$ cat config.mk
export PLATFORM = sky130hd
export DESIGN_NAME = alu_multiciclo_flat
export DESIGN_NICKNAME = d
export VERILOG_FILES = /design/src/rtl/alu_multiciclo_if.sv /design/src/rtl/alu_multiciclo.sv /design/src/flat_wrapper.sv
export SDC_FILE = /design/constraint.sdc
export NUM_CORES = 1
export LEC_CHECK = 0
export CAP_MARGIN = 20
export CORE_MARGIN = 5
export CORE_UTILIZATION = 40
export DETAILED_ROUTE_END_ITERATION = 7
export PLACE_DENSITY_LB_ADDON = 0.15
export SLEW_MARGIN = 40
export SYNTH_ARGS = -nofsm -noshare
export SYNTH_HDL_FRONTEND = slang
export SYNTH_SLANG_ARGS = --single-unit
$ cat constraint.sdc
create_clock -name clk -period 7.8 [get_ports clk]
set_input_delay 1.56 -clock clk [delete_from_list [all_inputs] [get_ports clk]]
set_output_delay 1.56 -clock clk [all_outputs]
set_load 0.03 [all_outputs]
$ cat src/rtl/alu_multiciclo_if.sv
// Request/response bundle between the control unit and the multi-cycle execute unit.
// The control unit drives the master side; the execute unit is the slave.
interface alu_multiciclo_if #(
    parameter int unsigned WIDTH = 32
);
    logic             start;
    logic [3:0]       op;
    logic [WIDTH-1:0] A;
    logic [WIDTH-1:0] B;
    logic [WIDTH-1:0] result;
    logic             zero;
    logic             carry;
    logic             overflow;
    logic             busy;
    logic             done;

    modport master (
        output start, op, A, B,
        input  result, zero, carry, overflow, busy, done
    );

    modport slave (
        input  start, op, A, B,
        output result, zero, carry, overflow, busy, done
    );
endinterface

$ cat src/rtl/alu_multiciclo.sv
// Multi-cycle execute unit: latches operands on start, computes single-cycle ALU ops or a
// shift-add multiply, and returns a registered result and flags with a busy/done handshake.
module alu_multiciclo #(
    parameter int unsigned WIDTH    = 32,
    parameter int unsigned MUL_ITER = 32
) (
    input logic             clk,
    input logic             reset,
    alu_multiciclo_if.slave bus
);
    localparam int unsigned CNT_W = $clog2(MUL_ITER);
    localparam int unsigned SH_W  = $clog2(WIDTH);

    localparam logic [3:0] OP_ADD  = 4'b0000;
    localparam logic [3:0] OP_SUB  = 4'b0001;
    localparam logic [3:0] OP_AND  = 4'b0010;
    localparam logic [3:0] OP_OR   = 4'b0011;
    localparam logic [3:0] OP_XOR  = 4'b0100;
    localparam logic [3:0] OP_NOR  = 4'b0101;
    localparam logic [3:0] OP_SLT  = 4'b0110;
    localparam logic [3:0] OP_SLTU = 4'b0111;
    localparam logic [3:0] OP_SLL  = 4'b1000;
    localparam logic [3:0] OP_SRL  = 4'b1001;
    localparam logic [3:0] OP_SRA  = 4'b1010;
    localparam logic [3:0] OP_LUI  = 4'b1011;
    localparam logic [3:0] OP_MUL  = 4'b1100;

    typedef enum logic [1:0] {S_IDLE, S_EXEC, S_MUL, S_DONE} state_e;

    state_e           state_q;
    logic [3:0]       op_q;
    logic [WIDTH-1:0] a_q;
    logic [WIDTH-1:0] b_q;
    logic [WIDTH-1:0] acc_q;
    logic [CNT_W-1:0] cnt_q;
    logic [WIDTH-1:0] result_q;
    logic             zero_q;
    logic             carry_q;
    logic             overflow_q;
    logic             busy_q;
    logic             done_q;

    logic [WIDTH:0]   sum_d;
    logic [WIDTH:0]   diff_d;
    logic [WIDTH-1:0] res_d;
    logic             zero_d;
    logic             carry_d;
    logic             overflow_d;
    logic [WIDTH-1:0] acc_d;

    // Single-cycle datapath on the latched operands
    always_comb begin
        res_d      = '0;
        carry_d    = 1'b0;
        overflow_d = 1'b0;
        zero_d     = 1'b0;
        sum_d      = {1'b0, a_q} + {1'b0, b_q};
        diff_d     = {1'b0, a_q} - {1'b0, b_q};
        case (op_q)
            OP_ADD: begin
                res_d      = sum_d[WIDTH-1:0];
                carry_d    = sum_d[WIDTH];
                overflow_d = (a_q[WIDTH-1] == b_q[WIDTH-1]) && (res_d[WIDTH-1] != a_q[WIDTH-1]);
            end
            OP_SUB: begin
                res_d      = diff_d[WIDTH-1:0];
                carry_d    = ~diff_d[WIDTH];
                overflow_d = (a_q[WIDTH-1] != b_q[WIDTH-1]) && (res_d[WIDTH-1] != a_q[WIDTH-1]);
            end
            OP_AND:  res_d = a_q & b_q;
            OP_OR:   res_d = a_q | b_q;
            OP_XOR:  res_d = a_q ^ b_q;
            OP_NOR:  res_d = ~(a_q | b_q);
            OP_SLT:  res_d = WIDTH'($signed(a_q) < $signed(b_q));
            OP_SLTU: res_d = WIDTH'(a_q < b_q);
            OP_SLL:  res_d = a_q << b_q[SH_W-1:0];
            OP_SRL:  res_d = a_q >> b_q[SH_W-1:0];
            OP_SRA:  res_d = $unsigned($signed(a_q) >>> b_q[SH_W-1:0]);
            OP_LUI:  res_d = b_q << (WIDTH / 2);
            default: res_d = '0;
        endcase
        // Reserved opcodes report every flag low, including zero
        if (op_q <= OP_LUI) begin
            zero_d = (res_d == '0);
        end
    end

    assign acc_d = acc_q + (b_q[0] ? a_q : '0);

    // Control FSM with registered handshake and result outputs
    always_ff @(posedge clk) begin
        if (reset) begin
            state_q    <= S_IDLE;
            op_q       <= '0;
            a_q        <= '0;
            b_q        <= '0;
            acc_q      <= '0;
            cnt_q      <= '0;
            result_q   <= '0;
            zero_q     <= 1'b0;
            carry_q    <= 1'b0;
            overflow_q <= 1'b0;
            busy_q     <= 1'b0;
            done_q     <= 1'b0;
        end else begin
            case (state_q)
                S_IDLE: begin
                    if (bus.start) begin
                        a_q     <= bus.A;
                        b_q     <= bus.B;
                        op_q    <= bus.op;
                        acc_q   <= '0;
                        cnt_q   <= '0;
                        busy_q  <= 1'b1;
                        state_q <= (bus.op == OP_MUL) ? S_MUL : S_EXEC;
                    end
                end
                S_EXEC: begin
                    result_q   <= res_d;
                    zero_q     <= zero_d;
                    carry_q    <= carry_d;
                    overflow_q <= overflow_d;
                    state_q    <= S_DONE;
                end
                S_MUL: begin
                    acc_q <= acc_d;
                    a_q   <= a_q << 1;
                    b_q   <= b_q >> 1;
                    cnt_q <= cnt_q + CNT_W'(1);
                    if (cnt_q == CNT_W'(MUL_ITER - 1)) begin
                        result_q   <= acc_d;
                        zero_q     <= (acc_d == '0);
                        carry_q    <= 1'b0;
                        overflow_q <= 1'b0;
                        state_q    <= S_DONE;
                    end
                end
                S_DONE: begin
                    // First DONE cycle lets the new result settle; done pulses in the second
                    if (!done_q) begin
                        done_q <= 1'b1;
                    end else begin
                        done_q  <= 1'b0;
                        busy_q  <= 1'b0;
                        state_q <= S_IDLE;
                    end
                end
                default: state_q <= S_IDLE;
            endcase
        end
    end

    assign bus.result   = result_q;
    assign bus.zero     = zero_q;
    assign bus.carry    = carry_q;
    assign bus.overflow = overflow_q;
    assign bus.busy     = busy_q;
    assign bus.done     = done_q;
endmodule

$ cat src/flat_wrapper.sv
// flat-port wrapper written by rule: the top's interface ports become plain ports
module alu_multiciclo_flat 
#(
    parameter int unsigned WIDTH    = 32,
    parameter int unsigned MUL_ITER = 32
)
  (clk, reset, bus_start, bus_op, bus_A, bus_B, bus_result, bus_zero, bus_carry, bus_overflow, bus_busy, bus_done);
  alu_multiciclo_if #(.WIDTH(WIDTH)) bus_i ();
  input logic clk;
  input logic reset;
  input wire logic [$bits(bus_i.start)-1:0] bus_start;
  input wire logic [$bits(bus_i.op)-1:0] bus_op;
  input wire logic [$bits(bus_i.A)-1:0] bus_A;
  input wire logic [$bits(bus_i.B)-1:0] bus_B;
  output wire logic [$bits(bus_i.result)-1:0] bus_result;
  output wire logic [$bits(bus_i.zero)-1:0] bus_zero;
  output wire logic [$bits(bus_i.carry)-1:0] bus_carry;
  output wire logic [$bits(bus_i.overflow)-1:0] bus_overflow;
  output wire logic [$bits(bus_i.busy)-1:0] bus_busy;
  output wire logic [$bits(bus_i.done)-1:0] bus_done;
  assign bus_i.start = bus_start;
  assign bus_i.op = bus_op;
  assign bus_i.A = bus_A;
  assign bus_i.B = bus_B;
  assign bus_result = bus_i.result;
  assign bus_zero = bus_i.zero;
  assign bus_carry = bus_i.carry;
  assign bus_overflow = bus_i.overflow;
  assign bus_busy = bus_i.busy;
  assign bus_done = bus_i.done;
  alu_multiciclo #(.WIDTH(WIDTH), .MUL_ITER(MUL_ITER)) u_core (.clk(clk), .reset(reset), .bus(bus_i));
endmodule
Word level (Yosys, flattened, before mapping) --
Index checks and enable logic that the tools add are counted.
Operators by class: $add $sub $neg 4, multiply operators 0, div/mod/pow operators 0, order comparisons 3, equality and inequality tests 23, shift-type cells 3, mux-type cells 29, bitwise operators 5, reductions and logical operators 14
Operator list (count):
- 32-bit one-hot mux with 12 select lines | 1
- 32-bit one-hot mux with 2 select lines | 4
- 32-bit 2-to-1 mux | 5
- 32-bit logical NOT | 2
- 32-bit < comparator | 2
- 32-bit by 32-bit adder with 33-bit output | 1
- 32-bit by 32-bit subtractor with 33-bit output | 1
- 32-bit adder | 1
- 32-bit AND | 1
- 32-bit inverter | 1
- 32-bit bitwise OR | 1
- 32-bit by 5-bit left shift with 32-bit output | 1
- 32-bit by 5-bit >> shifter with 32-bit output | 1
- 32-bit by 5-bit >>> shifter with 32-bit output | 1
- 32-bit bitwise XOR | 1
- 4-bit == test (second input constant) | 5
- 4-bit by 3-bit == test with 1-bit output (second input constant) | 4
- 1-bit one-hot mux with 2 select lines | 6
- 5-bit one-hot mux with 2 select lines | 1
- 4-bit by 2-bit == test with 1-bit output (second input constant) | 2
- 2-bit 2-to-1 mux | 4
- 2-bit one-hot mux with 4 select lines | 1
- 1-bit 2-to-1 mux | 6
- 2-bit AND reduction | 3
- 17 further kinds | 25
Storage, ports and cells: register bits 144, latch bits 0, memory bits (writable) 0, ROM bits 0, bits of input ports 71, output and inout port bits 37, logic and storage cells 93, memories 0

Depth between registers and ports, before layout --
depth after elaboration 6, gate-level depth with buffers 20, gate-level depth less buffers 15

Worst setup path after synthesis --
OpenSTA, ideal clock, no wires.
kind flip-flop to flip-flop, from register u_core.b_q[2], to register u_core.zero_q (netlist: u_core.bus.zero), library setup time 58 ps, arrival 4546 ps, required time 7742 ps, setup slack 3196 ps, cell stages (with the launch flop) 18, buffers on the path 4, period minus slack after synthesis 4604 ps, cells stage by stage dfxtp_1 -> buf_2 -> inv_1 -> clkbuf_1 -> buf_1 -> buf_1 -> ha_1 -> a21o_1 -> a221o_2 -> a31oi_4 -> o31ai_2 -> a31o_2 -> o32a_1 -> or4b_1 -> or4_1 -> nor4_2 -> nand4_1 -> nand2_1
Between the ends: longest elaborated chain between the ends 6, elaborated cells between the ends (all ways) 15, those cells by class add/sub: 2; order compare: 2; shift: 3; mux: 3; bitwise: 4; reduce/logical: 1
RTL lines:
- start, declared | line alu_multiciclo.sv:33 | logic [WIDTH-1:0] b_q;
- start signal, assigned | line alu_multiciclo.sv:110 | b_q <= bus.B;
- start signal, assigned | line alu_multiciclo.sv:128 | b_q <= b_q >> 1;
- parallel branches: the longest is 2 deep, another holds 32-bit by 32-bit subtractor with 33-bit output
- 32-bit one-hot mux with 12 select lines * | line alu_multiciclo.sv:59 | case (op_q)
- 32-bit logical NOT * | line alu_multiciclo.sv:84 | zero_d = (res_d == '0);
- 1-bit 2-to-1 mux * | line alu_multiciclo.sv:83 | if (op_q <= OP_LUI) begin
- 1-bit one-hot mux with 2 select lines * | line alu_multiciclo.sv:106 | case (state_q)
- end signal, assigned | line alu_multiciclo.sv:120 | zero_q <= zero_d;
- end signal, assigned | line alu_multiciclo.sv:132 | zero_q <= (acc_d == '0);
- end, declared | line alu_multiciclo.sv:37 | logic zero_q;
Every way passes the cells marked *. A chain may end at the register's enable or synchronous reset.

Worst setup path in the final report --
from register u_core.b_q[2], to register u_core.result_q[25] (netlist: u_core.bus.result[25])
Between the ends: longest elaborated chain between the ends 3, elaborated cells between the ends (all ways) 7, those cells by class add/sub: 2; shift: 3; mux: 2
RTL lines:
- 32-bit by 32-bit subtractor with 33-bit output (tied with other cells) | line alu_multiciclo.sv:58 | diff_d = {1'b0, a_q} - {1'b0, b_q};
- 32-bit one-hot mux with 12 select lines * | line alu_multiciclo.sv:59
- 32-bit one-hot mux with 2 select lines * | line alu_multiciclo.sv:106
- end signal, assigned | line alu_multiciclo.sv:119 | result_q <= res_d;
- end, declared | line alu_multiciclo.sv:36 | logic [WIDTH-1:0] result_q;
Mark *: on every way between the ends. The rest lies on a longest branch, timed or not.

==> reports/qor.csv <==
metric,value,unit
Peak Freq,188,MHz
Slew @ Worst Pin,888,ps
CP max FO,63,
Max clock buf depth,2,
Congestion Overflow GR,0,
"Area growth, synth to finish",11.4,%
post-cts resize count,0,
via count,21219,
Synth Area in Compound Gates,0.288,
CP required,8230,ps
Pleak,0.00795,µW
remaining antenna violation count,0,
FP Rows,79,
fillcell total,4743,
crit path time final,5330,ps
CP max stage cell,dfxtp_4,
clk slew on worst S/H paths,80,ps
H-tree depth,4,
max_cap viols,0,
warnings from Yosys,0,
TritonCTS Sinks,144,
Hold Buf Count CTS,0,
DIE WIDTH,227,µm
Post-synth top flop,dfxtp_1,
Async SR Flop Fraction,0,
hpwl dp,73600,µm
portion of netlist area occupied by mux cells,0.166,
Avg Vias per Cell,6.88,
WL final,96600,µm
WP buf/inv,1,
"commonest non-fill, non-tap cell in the layout",nor2_1,
crit-path most repeated cell,o21ai_0,
"Clk Latency, worst-skew pair",520,ps
CTS tree,yes,
slew margin rel.,0.393,
Pwr Total,9650,µW
Synth Area in XOR/XNOR,0.0190,
RSZ-0062 raised after global routing,no,
"Cell Area, Synth",18900,µm²
setup TNS,0,ps
setup violators final,0,
Layout Skew,12.8,ps
total core area,46700,µm²
status,finished clean,
Max Slew Vio Count,0,
Mapped Avg Cell Area,7.59,µm²
layout cell share with drive strength beyond 1,0.0968,
n_diodes,0,
VDD IR max,0.342,mV
Die Y,227,µm
I/O pins,108,
CP Launch Type,register,
cells after synthesis,2487,
WP data arrival,5750,ps
Initial Util,0.405,
synthesized net count,2704,
kind of cell adding the most delay to the critical path,compound AO/OA/AOI/OAI gates,
Root Driver,clkbuf_16,
largest net degree at the start of global routing,125,
Synth Area in Adders,0.0980,
Worst Hold Class,register to register,
layout net count,2683,
pwr/cell area,459,nW/µm²
Initial DRC Count,3134,
"flops & latches, synth",144,
Synth Area in Simple Gates,0.206,
post-synth cell types,92,
# port buffers,107,
WS Path Type,register to register,
"slowest stage delay, CP",900,ps
"Seq/Total Area, Yosys",0.153,
vias in the first global route,19847,
die area,51600,µm²
Post-CTS Setup Inserts,0,
Num CTS Buffers,17,
CP cell instances,buf_4 > ha_1 > o211ai_1 > o21a_1 > a211oi_2 > a21oi_1 > o21ai_0 > a31oi_1 > xnor2_1 > o21ai_0 > a221oi_1 > nor3_1,
Hold Fails Final Rpt,0,
GP Congestion,1.11,
crit end category,register,
most frequent cells in the layout,"nor2_1 (321), nand2_1 (188), a21oi_1 (172)",
total track usage,0.365,
Wirelength per Cell,31.3,µm
period utilisation layout,0.683,
largest family of logic cells by synthesized area,compound AO/OA/AOI/OAI gates,
drt drc,0,
first-pass GRT wire length,140000,µm
first-pass iteration count of the detailed router,7,
initial antenna violation count,4,
Post-synth EDFFs,0,
through the flow:
stage,utilization,setup WS (ps),instances,hold WS (ps),cell area [µm²]
detailed placement,0.437,2630,3054,459,20400
floorplan,-,3200,2487,475,18900
global route,0.451,2240,3086,504,21000
global placement,0.436,2660,3053,447,20400
CTS,0.450,2610,3086,470,21000
finish,0.451,2470,3086,469,21000
metal layers:
metal | vias to the layer above | global-route usage | share of wire
met5 | - | 0 | 0.00035
met4 | 4 | 0.176 | 0.058
met3 | 250 | 0.0819 | 0.096
met2 | 1244 | 0.536 | 0.42
met1 | 10392 | 0.508 | 0.42
li1 | 9329 | - | -
state kept, by name, indices dropped and copies added (netlist names):
signal and count:
u_core.a_q 32, u_core.acc_q 32, u_core.b_q 32, u_core.bus.busy 1
u_core.bus.carry 1, u_core.bus.done 1, u_core.bus.overflow 1, u_core.bus.result 32
u_core.bus.zero 1, u_core.cnt_q 5, u_core.op_q 4, u_core.state_q 2
power breakdown:
part	switching (µW)	internal [µW]	leakage (µW)
logic	4950	2460	0.00647
clock network	450	475	0.000297
registers	370	940	0.00119
cell usage after synthesis (8+ instances only):
| library cell | number | area [µm²] |
|---|---|---|
| a21oi_1 | 172 | 861 |
| a2111oi_0 | 13 | 114 |
| a211oi_1 | 94 | 706 |
| o221ai_1 | 14 | 123 |
| clkbuf_1 | 148 | 556 |
| o21ai_0 | 108 | 541 |
| buf_1 | 26 | 97.6 |
| o31ai_1 | 24 | 180 |
| a221oi_1 | 33 | 289 |
| ha_1 | 143 | 1790 |
| a22oi_1 | 63 | 473 |
| a31oi_1 | 12 | 75.1 |
| buf_2 | 30 | 150 |
| or2_2 | 9 | 56.3 |
| mux2i_1 | 126 | 1260 |
| nand2_1 | 188 | 706 |
| nand2b_1 | 23 | 144 |
| o22ai_1 | 20 | 125 |
| nor4_1 | 27 | 169 |
| o211ai_1 | 25 | 188 |
| and3_1 | 20 | 125 |
| a31o_2 | 10 | 87.6 |
| a221o_1 | 19 | 190 |
| mux2_2 | 16 | 180 |
| nor2b_1 | 30 | 188 |
| xor2_1 | 10 | 87.6 |
| nand3_1 | 53 | 265 |
| mux4_2 | 68 | 1530 |
| o2bb2ai_1 | 8 | 70.1 |
| nand4_1 | 29 | 181 |
| o2111ai_1 | 8 | 70.1 |
| a211o_1 | 13 | 114 |
| a21o_1 | 30 | 225 |
| and2_1 | 18 | 113 |
| dfxtp_1 | 144 | 2880 |
| nor2_1 | 323 | 1210 |
| o21bai_1 | 14 | 105 |
| inv_1 | 107 | 402 |
| o21a_1 | 18 | 135 |
| xnor2_1 | 31 | 272 |
| nor3_1 | 73 | 365 |
path summary, 6_finish.rpt:
path                   from                     to  slack [ps]  cells past startpoint
max           u_core.b_q[2]  u_core.bus.result[25]        2470                     12
min          u_core.op_q[2]         u_core.op_q[2]         470                      2
max reg2reg   u_core.b_q[2]  u_core.bus.result[25]        2470                     12
min reg2reg  u_core.op_q[2]         u_core.op_q[2]         470                      2
final cells by class:
| type | instances | area, µm² | share of cell area |
|---|---|---|---|
| Multi-Input combinational cell | 2019 | 14800 | 0.702 |
| Sequential cell | 144 | 2900 | 0.138 |
| Timing Repair Buffer | 176 | 1600 | 0.0759 |
| Tap cell | 607 | 759 | 0.0361 |
| Clock buffer | 18 | 450 | 0.0214 |
| Inverter | 108 | 405 | 0.0193 |
| Clock inverter | 14 | 164 | 0.00779 |
worst reg2reg max path, delay by kind of cell (launching register included):
family | cells | cell delay, ps
compound gates | 8 | 2920
flops | 1 | 900
buf+inv | 1 | 670
fa+ha+maj | 1 | 390
xor+xnor | 1 | 190
simple gates | 1 | 180
cell families (layout without fill, tap and decap cells):
kind of cell	Yosys count	count (layout)
flops	144	144
buf+inv	324	316
mux	216	216
simple gates	837	837
compound gates	779	779
xor+xnor	41	41
fa+ha+maj	146	146
(Power assumes the default switching activity.)
